### src/rtl/ram_port_arbiter_if.sv
// Bus bundle between the two requesters, the arbiter and the RAM.
// slave = arbiter side, master = requesters + RAM side.
interface ram_port_arbiter_if #(
    parameter int NB_COL    = 4,
    parameter int COL_WIDTH = 8,
    parameter int ADDR_W    = 17
);
    localparam int DW = NB_COL * COL_WIDTH;

    logic              if_req_i;
    logic [31:0]       if_addr_i;
    logic              if_gnt_o;
    logic              if_rvalid_o;
    logic [DW-1:0]     if_rdata_o;
    logic              if_err_o;

    logic              d_req_i;
    logic              d_we_i;
    logic [31:0]       d_addr_i;
    logic [DW-1:0]     d_wdata_i;
    logic [NB_COL-1:0] d_be_i;
    logic              d_gnt_o;
    logic              d_rvalid_o;
    logic [DW-1:0]     d_rdata_o;
    logic              d_err_o;

    logic              ram_rd_en_o;
    logic [ADDR_W-1:0] ram_rd_addr_o;
    logic [ADDR_W-1:0] ram_wr_addr_o;
    logic [DW-1:0]     ram_wr_data_o;
    logic [NB_COL-1:0] ram_wr_strb_o;
    logic [DW-1:0]     ram_rd_data_i;

    modport slave (
        input  if_req_i, if_addr_i,
        output if_gnt_o, if_rvalid_o, if_rdata_o, if_err_o,
        input  d_req_i, d_we_i, d_addr_i, d_wdata_i, d_be_i,
        output d_gnt_o, d_rvalid_o, d_rdata_o, d_err_o,
        output ram_rd_en_o, ram_rd_addr_o,
        output ram_wr_addr_o, ram_wr_data_o, ram_wr_strb_o,
        input  ram_rd_data_i
    );

    modport master (
        output if_req_i, if_addr_i,
        input  if_gnt_o, if_rvalid_o, if_rdata_o, if_err_o,
        output d_req_i, d_we_i, d_addr_i, d_wdata_i, d_be_i,
        input  d_gnt_o, d_rvalid_o, d_rdata_o, d_err_o,
        input  ram_rd_en_o, ram_rd_addr_o,
        input  ram_wr_addr_o, ram_wr_data_o, ram_wr_strb_o,
        output ram_rd_data_i
    );
endinterface

### src/rtl/ram_port_arbiter.sv
// Round-robin arbiter sharing one RAM between instruction fetch and data.
// Zero-wait grants, single-cycle responses tracked by a 1-deep register.
module ram_port_arbiter #(
    parameter int NB_COL    = 4,
    parameter int COL_WIDTH = 8,
    parameter int ADDR_W    = 17
) (
    input  logic                clk_i,
    input  logic                rst_i,
    input  logic                prog_mode_i,
    ram_port_arbiter_if.slave   bus
);
    localparam int DW = NB_COL * COL_WIDTH;

    typedef struct packed {
        logic valid;
        logic owner;
        logic err;
        logic rd;
    } rsp_t;

    rsp_t          rsp_q;
    rsp_t          rsp_d;
    logic          last_gnt_q;
    logic          allow;
    logic          if_gnt;
    logic          d_gnt;
    logic          any_gnt;
    logic [31:0]   sel_addr;
    logic          sel_ok;
    logic          sel_write;
    logic [DW-1:0] rsp_data;
    logic          if_rvalid;
    logic          d_rvalid;
    logic [DW-1:0] if_hold_q;
    logic [DW-1:0] d_hold_q;

    function automatic logic addr_ok(input logic [31:0] a);
        return (a[31:ADDR_W+2] == '0) && (a[1:0] == 2'b00);
    endfunction

    // Grant selection: lone requester wins, ties go to the one not served last.
    always_comb begin
        if_gnt = 1'b0;
        d_gnt  = 1'b0;
        allow  = !rst_i && !prog_mode_i;
        if (allow) begin
            unique case ({bus.if_req_i, bus.d_req_i})
                2'b10:   if_gnt = 1'b1;
                2'b01:   d_gnt  = 1'b1;
                2'b11: begin
                    if (last_gnt_q) if_gnt = 1'b1;
                    else            d_gnt  = 1'b1;
                end
                2'b00:   ;
                default: ;
            endcase
        end
        any_gnt = if_gnt | d_gnt;
    end

    // Decode the granted request into RAM strobes and the next response.
    always_comb begin
        sel_addr  = d_gnt ? bus.d_addr_i : bus.if_addr_i;
        sel_ok    = addr_ok(sel_addr);
        sel_write = d_gnt & bus.d_we_i;

        bus.ram_rd_en_o   = any_gnt & sel_ok & !sel_write;
        bus.ram_rd_addr_o = sel_addr[ADDR_W+1:2];
        bus.ram_wr_addr_o = bus.d_addr_i[ADDR_W+1:2];
        bus.ram_wr_data_o = bus.d_wdata_i;
        bus.ram_wr_strb_o = '0;
        if (sel_write && sel_ok) begin
            bus.ram_wr_strb_o = bus.d_be_i;
        end

        rsp_d       = '0;
        rsp_d.valid = any_gnt;
        rsp_d.owner = d_gnt;
        rsp_d.err   = !sel_ok;
        rsp_d.rd    = sel_ok & !sel_write;
    end

    // Response pipeline and round-robin pointer.
    always_ff @(posedge clk_i or posedge rst_i) begin
        if (rst_i) begin
            rsp_q      <= '0;
            last_gnt_q <= 1'b1;
        end else begin
            rsp_q <= rsp_d;
            if (any_gnt) begin
                last_gnt_q <= d_gnt;
            end
        end
    end

    // Route the response to its owner; idle ports show their last data.
    always_comb begin
        rsp_data  = rsp_q.rd ? bus.ram_rd_data_i : '0;
        if_rvalid = rsp_q.valid & !rsp_q.owner;
        d_rvalid  = rsp_q.valid &  rsp_q.owner;

        bus.if_gnt_o    = if_gnt;
        bus.d_gnt_o     = d_gnt;
        bus.if_rvalid_o = if_rvalid;
        bus.d_rvalid_o  = d_rvalid;
        bus.if_err_o    = if_rvalid & rsp_q.err;
        bus.d_err_o     = d_rvalid & rsp_q.err;
        bus.if_rdata_o  = if_rvalid ? rsp_data : if_hold_q;
        bus.d_rdata_o   = d_rvalid ? rsp_data : d_hold_q;
    end

    // Capture delivered data so it stays visible between responses.
    always_ff @(posedge clk_i or posedge rst_i) begin
        if (rst_i) begin
            if_hold_q <= '0;
            d_hold_q  <= '0;
        end else begin
            if (if_rvalid) if_hold_q <= rsp_data;
            if (d_rvalid)  d_hold_q  <= rsp_data;
        end
    end
endmodule

### src/flat_wrapper.sv
// flat-port wrapper written by rule: the top's interface ports become plain ports
module ram_port_arbiter_flat 
#(
    parameter int NB_COL    = 4,
    parameter int COL_WIDTH = 8,
    parameter int ADDR_W    = 17
)
  (clk_i, rst_i, prog_mode_i, bus_if_req_i, bus_if_addr_i, bus_if_gnt_o, bus_if_rvalid_o, bus_if_rdata_o, bus_if_err_o, bus_d_req_i, bus_d_we_i, bus_d_addr_i, bus_d_wdata_i, bus_d_be_i, bus_d_gnt_o, bus_d_rvalid_o, bus_d_rdata_o, bus_d_err_o, bus_ram_rd_en_o, bus_ram_rd_addr_o, bus_ram_wr_addr_o, bus_ram_wr_data_o, bus_ram_wr_strb_o, bus_ram_rd_data_i);
  ram_port_arbiter_if #(.NB_COL(NB_COL), .COL_WIDTH(COL_WIDTH), .ADDR_W(ADDR_W)) bus_i ();
  input  logic clk_i;
  input  logic rst_i;
  input  logic prog_mode_i;
  input wire logic [$bits(bus_i.if_req_i)-1:0] bus_if_req_i;
  input wire logic [$bits(bus_i.if_addr_i)-1:0] bus_if_addr_i;
  output wire logic [$bits(bus_i.if_gnt_o)-1:0] bus_if_gnt_o;
  output wire logic [$bits(bus_i.if_rvalid_o)-1:0] bus_if_rvalid_o;
  output wire logic [$bits(bus_i.if_rdata_o)-1:0] bus_if_rdata_o;
  output wire logic [$bits(bus_i.if_err_o)-1:0] bus_if_err_o;
  input wire logic [$bits(bus_i.d_req_i)-1:0] bus_d_req_i;
  input wire logic [$bits(bus_i.d_we_i)-1:0] bus_d_we_i;
  input wire logic [$bits(bus_i.d_addr_i)-1:0] bus_d_addr_i;
  input wire logic [$bits(bus_i.d_wdata_i)-1:0] bus_d_wdata_i;
  input wire logic [$bits(bus_i.d_be_i)-1:0] bus_d_be_i;
  output wire logic [$bits(bus_i.d_gnt_o)-1:0] bus_d_gnt_o;
  output wire logic [$bits(bus_i.d_rvalid_o)-1:0] bus_d_rvalid_o;
  output wire logic [$bits(bus_i.d_rdata_o)-1:0] bus_d_rdata_o;
  output wire logic [$bits(bus_i.d_err_o)-1:0] bus_d_err_o;
  output wire logic [$bits(bus_i.ram_rd_en_o)-1:0] bus_ram_rd_en_o;
  output wire logic [$bits(bus_i.ram_rd_addr_o)-1:0] bus_ram_rd_addr_o;
  output wire logic [$bits(bus_i.ram_wr_addr_o)-1:0] bus_ram_wr_addr_o;
  output wire logic [$bits(bus_i.ram_wr_data_o)-1:0] bus_ram_wr_data_o;
  output wire logic [$bits(bus_i.ram_wr_strb_o)-1:0] bus_ram_wr_strb_o;
  input wire logic [$bits(bus_i.ram_rd_data_i)-1:0] bus_ram_rd_data_i;
  assign bus_i.if_req_i = bus_if_req_i;
  assign bus_i.if_addr_i = bus_if_addr_i;
  assign bus_if_gnt_o = bus_i.if_gnt_o;
  assign bus_if_rvalid_o = bus_i.if_rvalid_o;
  assign bus_if_rdata_o = bus_i.if_rdata_o;
  assign bus_if_err_o = bus_i.if_err_o;
  assign bus_i.d_req_i = bus_d_req_i;
  assign bus_i.d_we_i = bus_d_we_i;
  assign bus_i.d_addr_i = bus_d_addr_i;
  assign bus_i.d_wdata_i = bus_d_wdata_i;
  assign bus_i.d_be_i = bus_d_be_i;
  assign bus_d_gnt_o = bus_i.d_gnt_o;
  assign bus_d_rvalid_o = bus_i.d_rvalid_o;
  assign bus_d_rdata_o = bus_i.d_rdata_o;
  assign bus_d_err_o = bus_i.d_err_o;
  assign bus_ram_rd_en_o = bus_i.ram_rd_en_o;
  assign bus_ram_rd_addr_o = bus_i.ram_rd_addr_o;
  assign bus_ram_wr_addr_o = bus_i.ram_wr_addr_o;
  assign bus_ram_wr_data_o = bus_i.ram_wr_data_o;
  assign bus_ram_wr_strb_o = bus_i.ram_wr_strb_o;
  assign bus_i.ram_rd_data_i = bus_ram_rd_data_i;
  ram_port_arbiter #(.NB_COL(NB_COL), .COL_WIDTH(COL_WIDTH), .ADDR_W(ADDR_W)) u_core (.clk_i(clk_i), .rst_i(rst_i), .prog_mode_i(prog_mode_i), .bus(bus_i));
endmodule
### config.mk
export PLATFORM = sky130hd
export DESIGN_NAME = ram_port_arbiter_flat
export DESIGN_NICKNAME = d
export VERILOG_FILES = /design/src/rtl/ram_port_arbiter_if.sv /design/src/rtl/ram_port_arbiter.sv /design/src/flat_wrapper.sv
export SDC_FILE = /design/constraint.sdc
export NUM_CORES = 1
export LEC_CHECK = 0
export CORE_MARGIN = 3
export CORE_UTILIZATION = 29
export DETAILED_ROUTE_END_ITERATION = 8
export PLACE_DENSITY = 0.86
export SETUP_SLACK_MARGIN = 0.05
export SYNTH_ARGS = -nofsm -noshare
export SYNTH_HDL_FRONTEND = slang
export SYNTH_SLANG_ARGS = --single-unit
### constraint.sdc
create_clock -name clk_i -period 1.8 [get_ports clk_i]
set_clock_uncertainty 0.05 [all_clocks]
set_input_delay 0.18 -clock clk_i [delete_from_list [all_inputs] [get_ports clk_i]]
set_output_delay 0.18 -clock clk_i [all_outputs]
set_load 0.03 [all_outputs]
==> results by group, run 1 <==
Drt
  • Initial drt markers: 194
  • DRT Pass-1 Iters: 4
  • Via density: 4.96
  • Avg WL per Cell: 22.6 microns
  • Routed WL: 17000 microns
  • ANT nets after route: 0
  • Via total after detailed routing: 3730
  • DR DRC count: 0

Setup path
  • WS Path Type: in -> out
  • Crit path max-delay cell type: clkdlybuf4s50_1
  • Crit path largest cell delay: 0.42 ns
  • Critical path data arrival time: 1.68 ns
  • Crit path from: bus_d_addr_i[23]
  • Worst reg2reg startpoint: u_core.rsp_q[2]
  • R2R Setup Slk: 0.38 ns
  • Startpoint Class: primary input
  • Critical path peak fanout: 3
  • Worst-path cell chain: clkdlybuf4s50_1 -> nor4_2 -> nand2_2 -> or3_4 -> a21oi_2 -> buf_6
  • R2R cell count: 7
  • Worst R2R End: u_core.d_hold_q[21]
  • CP endpoint kind: primary output
  • Req. time, crit path: 1.57 ns
  • Critical Path End: bus_ram_rd_en_o

STA
  • Crit path time final: 1.91 ns
  • Final Hold Violating Endpoints: 0
  • Setup TNS: -1.28 ns
  • Slew @ Worst Pin: 0.384 ns
  • Slew Limit Fails: 0
  • Final worst setup slack: -0.109 ns
  • Final Setup Violations: 43
  • Unrepaired setup endpoints after global routing: yes
  • Fin crit share: 106%
  • Slew headroom: 74.2%
  • Max Clock Freq: 524 MHz
  • Worst hold margin: 0.164 ns

Place
  • DP Area: 0.00520 sq mm
  • Hpwl dp: 9320 microns
  • PortBufs: 214
  • Routability cong.: 0.895

Clock network
  • Htree depth: 3
  • Worst-path clk slew: 0.06 ns
  • Max Root-Sink Buffers: 2
  • CTS Hold Bufs: 0
  • CTS tree: yes
  • Clk Latency, worst-skew pair: 0.33 ns
  • Clock Sinks: 69
  • Total CTS buffers: 9
  • Clock Tree Root: clkbuf_16

Final layout
  • Share of layout cells above drive strength 1: 51.0%
  • Layout area overhead: 130%
  • N_diodes: 0
  • Final net count: 745
  • Core Util, Final: 68.8%
  • Fin area: 0.00756 sq mm

Status
  • Status: finished with violations
  • Failing checks: negative setup slack

Synthesis
  • Unique masters post-synth: 26
  • Synth top area share: 51.7%
  • Warnings, synthesis: 0
  • Top post-synthesis cells by area: dfrtp_1, nand2_1, buf_4, o21ai_1, clkbuf_1
  • Top cells by count, synth: nand2_1, dfrtp_1, o21ai_1
  • Synth Instances: 387
  • Leading area contributor after synthesis: dfrtp_1
  • Primary FF master, synth: dfrtp_1
  • EDFF count, synth: 0
  • Synth Register Bits: 69
  • Avg Inst Size Synth: 8.50 sq um
  • Sequential share of the synthesized area: 52.5%
  • Syn_nets: 525
  • Cell with the most instances after synthesis: nand2_1
  • Netlist Area Pre-Place: 0.00329 sq mm
  • Asr flop ratio synth: 100%

GRT
  • Vias in the first global route: 3798
  • Initial antenna violation count: 0
  • Total gr overflow: 0
  • Largest net degree at the start of global routing: 70
  • First-pass GRT wire length: 20200 microns
  • Total GRT Usage: 20.4%

Power
  • Pleak: 3.30 nW
  • Max VDD drop: 734 uV
  • Power density over cell area: 820 mW/mm^2

Die
  • Boundary pin count: 279
  • Die Y: 113 microns
  • Core area: 0.0110 sq mm
  • Row Count: 38
  • Die area: 0.0127 sq mm
  • DIE WIDTH: 113 microns
  • Starting Density: 30.0%

Worst hold path
  • Class of the worst hold path: in -> async

Flow run
  • Max-Cap Viols: 0
[stage by stage]
step	worst slack (ns)	total power, W	std cells
after global routing	-0.169	0.00640	752
after detailed placement	-0.406	0.00344	687
after global placement	-0.399	0.00340	687
after CTS	-0.112	0.00556	712
after floorplan	0.0711	0.00278	387
final	-0.109	0.00620	752
[sequential cells by signal, summed over array words and instances (netlist names)]
register           count
u_core.d_hold_q       32
u_core.if_hold_q      32
u_core.last_gnt_q      1
u_core.rsp_q           4
[critical path, delay by kind of cell]
family / cells / cell delay [ns]
simple gates: 3 / 0.80
buf+inv: 2 / 0.56
compound gates: 1 / 0.14
[cell type report]
class | instances | area (sq um)
clock inverter | 4 | 95.1
sequential | 69 | 1730
timing repair buffer | 274 | 3100
inverter | 7 | 32.5
clock buffer | 12 | 246
multi-input combinational | 246 | 2180
tap | 140 | 175
fill | 732 | 3430
[placed cells by master, fill, tap and decap left out, types with 2 or more instances in the layout]
cell type	netlist	layout
clkdlybuf4s15_1	0	5
o21ai_4	0	63
nand2_8	0	2
nand2_4	0	19
buf_16	0	3
clkdlybuf4s50_1	0	105
clkbuf_16	0	20
clkbuf_1	13	2
nor2_1	5	4
nor4_2	2	5
and2_4	0	4
inv_2	3	2
nand2_2	1	34
buf_12	0	16
buf_4	49	42
buf_6	0	77
dlygate4sd2_1	0	12
nand2b_4	0	3
nand2_1	151	98
buf_8	0	2
inv_1	4	3
dfrtp_1	68	67
bufinv_16	0	3
[layer usage]
layer	wire length [microns]	up-vias	GRT usage (%)
met4	627	0	8.65
met3	1170	52	5.66
met2	9710	224	39.1
li1	-	1642	-
met1	5460	1812	20.4
met5	0	-	0
[power by group]
part           total, W  internal [W]  switching (W)
registers       0.00187       0.00175       0.000115
logic           0.00229       0.00107        0.00122
clock network   0.00204       0.00139       0.000648
[cells by family (layout without fill, tap and decap cells)]
family                 after synthesis  count (layout)  synth area share, %
AOI/OAI and AO/OA                   68              68                 10.6
DFF                                 69              69                 52.5
buffers and inverters               75             297                 14.2
and+or+nand+nor                    175             178                 22.7
[worst min-delay path by stage]
| stage | endpoint | from | slack [ns] | depth (start not counted) |
|---|---|---|---|---|
| after detailed placement | bus_ram_wr_data_o[23] | bus_d_wdata_i[23] | 0.31 | 0 |
| after global placement | bus_ram_wr_data_o[23] | bus_d_wdata_i[23] | 0.31 | 0 |
| after floorplan | u_core.last_gnt_q | bus_if_req_i | 0.20 | 1 |
| after CTS | u_core.d_hold_q[5] | rst_i | 0.19 | 4 |
| after global routing | u_core.d_hold_q[6] | rst_i | 0.22 | 4 |
| final | u_core.rsp_q[2] | rst_i | 0.16 | 4 |
[repair_timing]
| action | CTS | global route |
|---|---|---|
| buffers inserted | 6 | 22 |
| gates cloned | 3 | 18 |
| pin swaps | 18 | 41 |
| endpoints found under the setup margin | 68 | 86 |
| resized for setup | 141 | 196 |
Note: power is estimated with default switching activity, not from simulation.
==> run 2, diff against run 1 <==
CTS_CLUSTER_DIAMETER = 150   (was unset)
PLACE_DENSITY = unset   (was 0.86)
PLACE_DENSITY_LB_ADDON = 0.05   (was unset)
==> run 2 against run 1 <==
  * The run still ends with negative setup slack left
  * Register-to-register slack got worse by 0.22 ns
  * First-iteration DRC count fell by 15%
  * Clock power fell by 11%
  * Via count fell by 5.7%
  * Total power fell by 7.4%
  * Count of clock-buffer cells in the layout fell by 1
  * Final area fell by 2.3%
  * Maximum frequency rose by 4.3%
  * Largest power group unchanged
  * Highest routed layer unchanged
==> results by group, run 2 (synthesis results as in run 1) <==
Status
  • Status: finished with violations
  • Failing checks: negative setup slack

Place
  • Routability cong.: 0.796 (-11%)
  • Hpwl dp: 9190 microns (-1.4%)
  • Post-placement cell count: 693 (+0.87%)
  • PortBufs: 214 (unchanged)

Clock network
  • Clk Latency, worst-skew pair: 0.33 ns (about the same)
  • Total CTS buffers: 9 (unchanged)
  • Clock Tree Root: clkbuf_16
  • Htree depth: 3 (unchanged)
  • Max Root-Sink Buffers: 2 (unchanged)
  • CTS tree: yes
  • Worst-path clk slew: 0.05 ns (about the same)
  • Clock Sinks: 69 (unchanged)

Die
  • Row Count: 38 (unchanged)
  • Die area: 0.0127 sq mm (unchanged)
  • Die Y: 113 microns (unchanged)
  • Core area: 0.0110 sq mm (unchanged)
  • DIE WIDTH: 113 microns (unchanged)
  • Boundary pin count: 279 (unchanged)
  • Starting Density: 30.0% (unchanged)

STA
  • Slew Limit Fails: 0 (unchanged)
  • Final worst setup slack: -0.0303 ns (+0.0787 ns)
  • Worst hold margin: 0.159 ns (-0.00516 ns)
  • Max Clock Freq: 546 MHz (+4.3%)
  • Crit path time final: 1.83 ns (-0.0787 ns)
  • Slew headroom: 73.2% (-1.0 points)
  • Final Setup Violations: 16 (-63%)
  • Slew @ Worst Pin: 0.400 ns (+0.0155 ns)
  • Final Hold Violating Endpoints: 0 (unchanged)
  • Fin crit share: 102% (-4.4 points)
  • Unrepaired setup endpoints after global routing: yes

Drt
  • Via total after detailed routing: 3516 (-5.7%)
  • Routed WL: 14700 microns (-13%)
  • Initial drt markers: 165 (-15%)
  • Avg WL per Cell: 19.6 microns (-13%)
  • DR DRC count: 0 (unchanged)
  • ANT nets after route: 0 (unchanged)
  • DRT Pass-1 Iters: 4 (unchanged)
  • Via density: 4.68 (-5.7%)

Setup path
  • CP Buf/Inv Count: 2 (unchanged)
  • Startpoint Class: register
  • CP delay by family, top: simple AND/OR/NAND/NOR gates
  • Req. time, crit path: 1.57 ns (about the same)
  • Worst-path cell chain: nand2_4 -> nand4_1 -> buf_4 -> nor3_4 -> and2_1 -> buf_6
  • CP endpoint kind: primary output
  • Crit path largest cell delay: 0.38 ns (-0.04 ns)
  • WS Path Type: reg -> out
  • Critical path data arrival time: 1.60 ns (-0.08 ns)
  • Crit path max-delay cell type: dfstp_2
  • Critical path peak fanout: 4 (+1)

Final layout
  • Share of layout cells above drive strength 1: 54.6% (+3.6 points)
  • Most frequent cells in the layout: clkdlybuf4s50_1, buf_6, nand2_1
  • Top Registers: u_core.d_hold_q: 32 flops, u_core.if_hold_q: 32 flops, u_core.rsp_q: 4 flops
  • N_diodes: 0 (unchanged)
  • Non-Filler Instances: 752 (unchanged)
  • Layout area overhead: 124%
  • Final net count: 745 (unchanged)
  • Most common cell after layout, fill and taps aside: clkdlybuf4s50_1
  • Fill count: 854 (+17%)

GRT
  • Largest net degree at the start of global routing: 70 (unchanged)
  • First-pass GRT wire length: 19700 microns (-2.6%)
  • Total gr overflow: 0 (unchanged)
  • Vias in the first global route: 3441 (-9.4%)
  • Total GRT Usage: 20.1% (-0.28 points)
  • Initial antenna violation count: 0 (unchanged)

Power
  • Pleak: 3.32 nW (+0.74%)
  • Power density over cell area: 777 mW/mm^2 (-5.3%)
  • Max VDD drop: 642 uV (-13%)
  • Tot Pwr: 0.00574 W (-7.4%)

Worst hold path
  • Class of the worst hold path: in -> async

Flow run
  • Max-Cap Viols: 0 (unchanged)
==> run 2: area by class of cell <==
| type | count | area, sq um | area share (%) |
|---|---|---|---|
| inverters | 7 | 35.0 | 0.474 |
| clock buffers | 11 | 253 | 3.42 |
| repair buffers | 276 | 3110 | 42.1 |
| flip-flops and latches | 69 | 1730 | 23.4 |
| well taps | 140 | 175 | 2.37 |
| multi-input cells | 244 | 2030 | 27.4 |
| clock inverters | 5 | 58.8 | 0.796 |
==> run 2: path summary, 6_finish.rpt <==
path / slack, ns / start / to / cells past startpoint
setup / recovery: -0.03 / u_core.last_gnt_q / bus_ram_wr_strb_o[0] / 6
hold / removal: 0.16 / rst_i / u_core.d_hold_q[2] / 4
setup reg to reg: 0.16 / u_core.last_gnt_q / u_core.rsp_q[1] / 9
hold reg to reg: 0.42 / u_core.d_hold_q[0] / u_core.d_hold_q[0] / 2
max in group asynchronous: 1.21 / rst_i / u_core.d_hold_q[10] / 4
min in group clk_i: 0.27 / prog_mode_i / u_core.last_gnt_q / 3
==> run 2: worst reg2reg max path, cell delays in order (launching register included) <==
cell and delay [ns]:
dfstp_2 0.38, nand2_4 0.07, nand4_1 0.15, buf_4 0.17
buf_4 0.12, buf_4 0.12, buf_4 0.12, buf_6 0.10
buf_6 0.09, o21a_1 0.15
==> run 2: what timing repair did <==
action	CTS	global route
buffers inserted	12	16
resized for setup	125	227
hold buffers	0	0
cloned	3	14
endpoints found under the setup margin	80	87
pin swaps	35	53
==> run 2: per-stage QoR <==
| step | util (%) | setup slack, ns | area, sq um | setup TNS [ns] |
|---|---|---|---|---|
| final | 67.2 | -0.0303 | 7390 | -0.238 |
| after global routing | 67.2 | -0.0947 | 7390 | -2.22 |
| after CTS | 55.2 | -0.0379 | 6060 | -0.176 |
| after global placement | 47.4 | -0.280 | 5210 | -1.42 |
| after detailed placement | 47.4 | -0.268 | 5210 | -1.30 |
| after floorplan | - | 0.0711 | 3290 | 0 |
==> run 2: per-layer routing <==
| layer | up-vias | GRT usage [%] | wire, microns |
|---|---|---|---|
| li1 | 1649 | - | - |
| met1 | 1691 | 23.0 | 5480 |
| met2 | 160 | 35.6 | 7920 |
| met3 | 16 | 7.60 | 1100 |
| met4 | 0 | 4.81 | 235 |
| met5 | - | 0 | 0 |
==> run 2: where the power goes <==
part	leakage [nW]	internal [W]	switching, W
Clock	0.148	0.00115	0.000666
Sequential	0.891	0.00175	0.0000756
Combinational	2.28	0.000965	0.00113
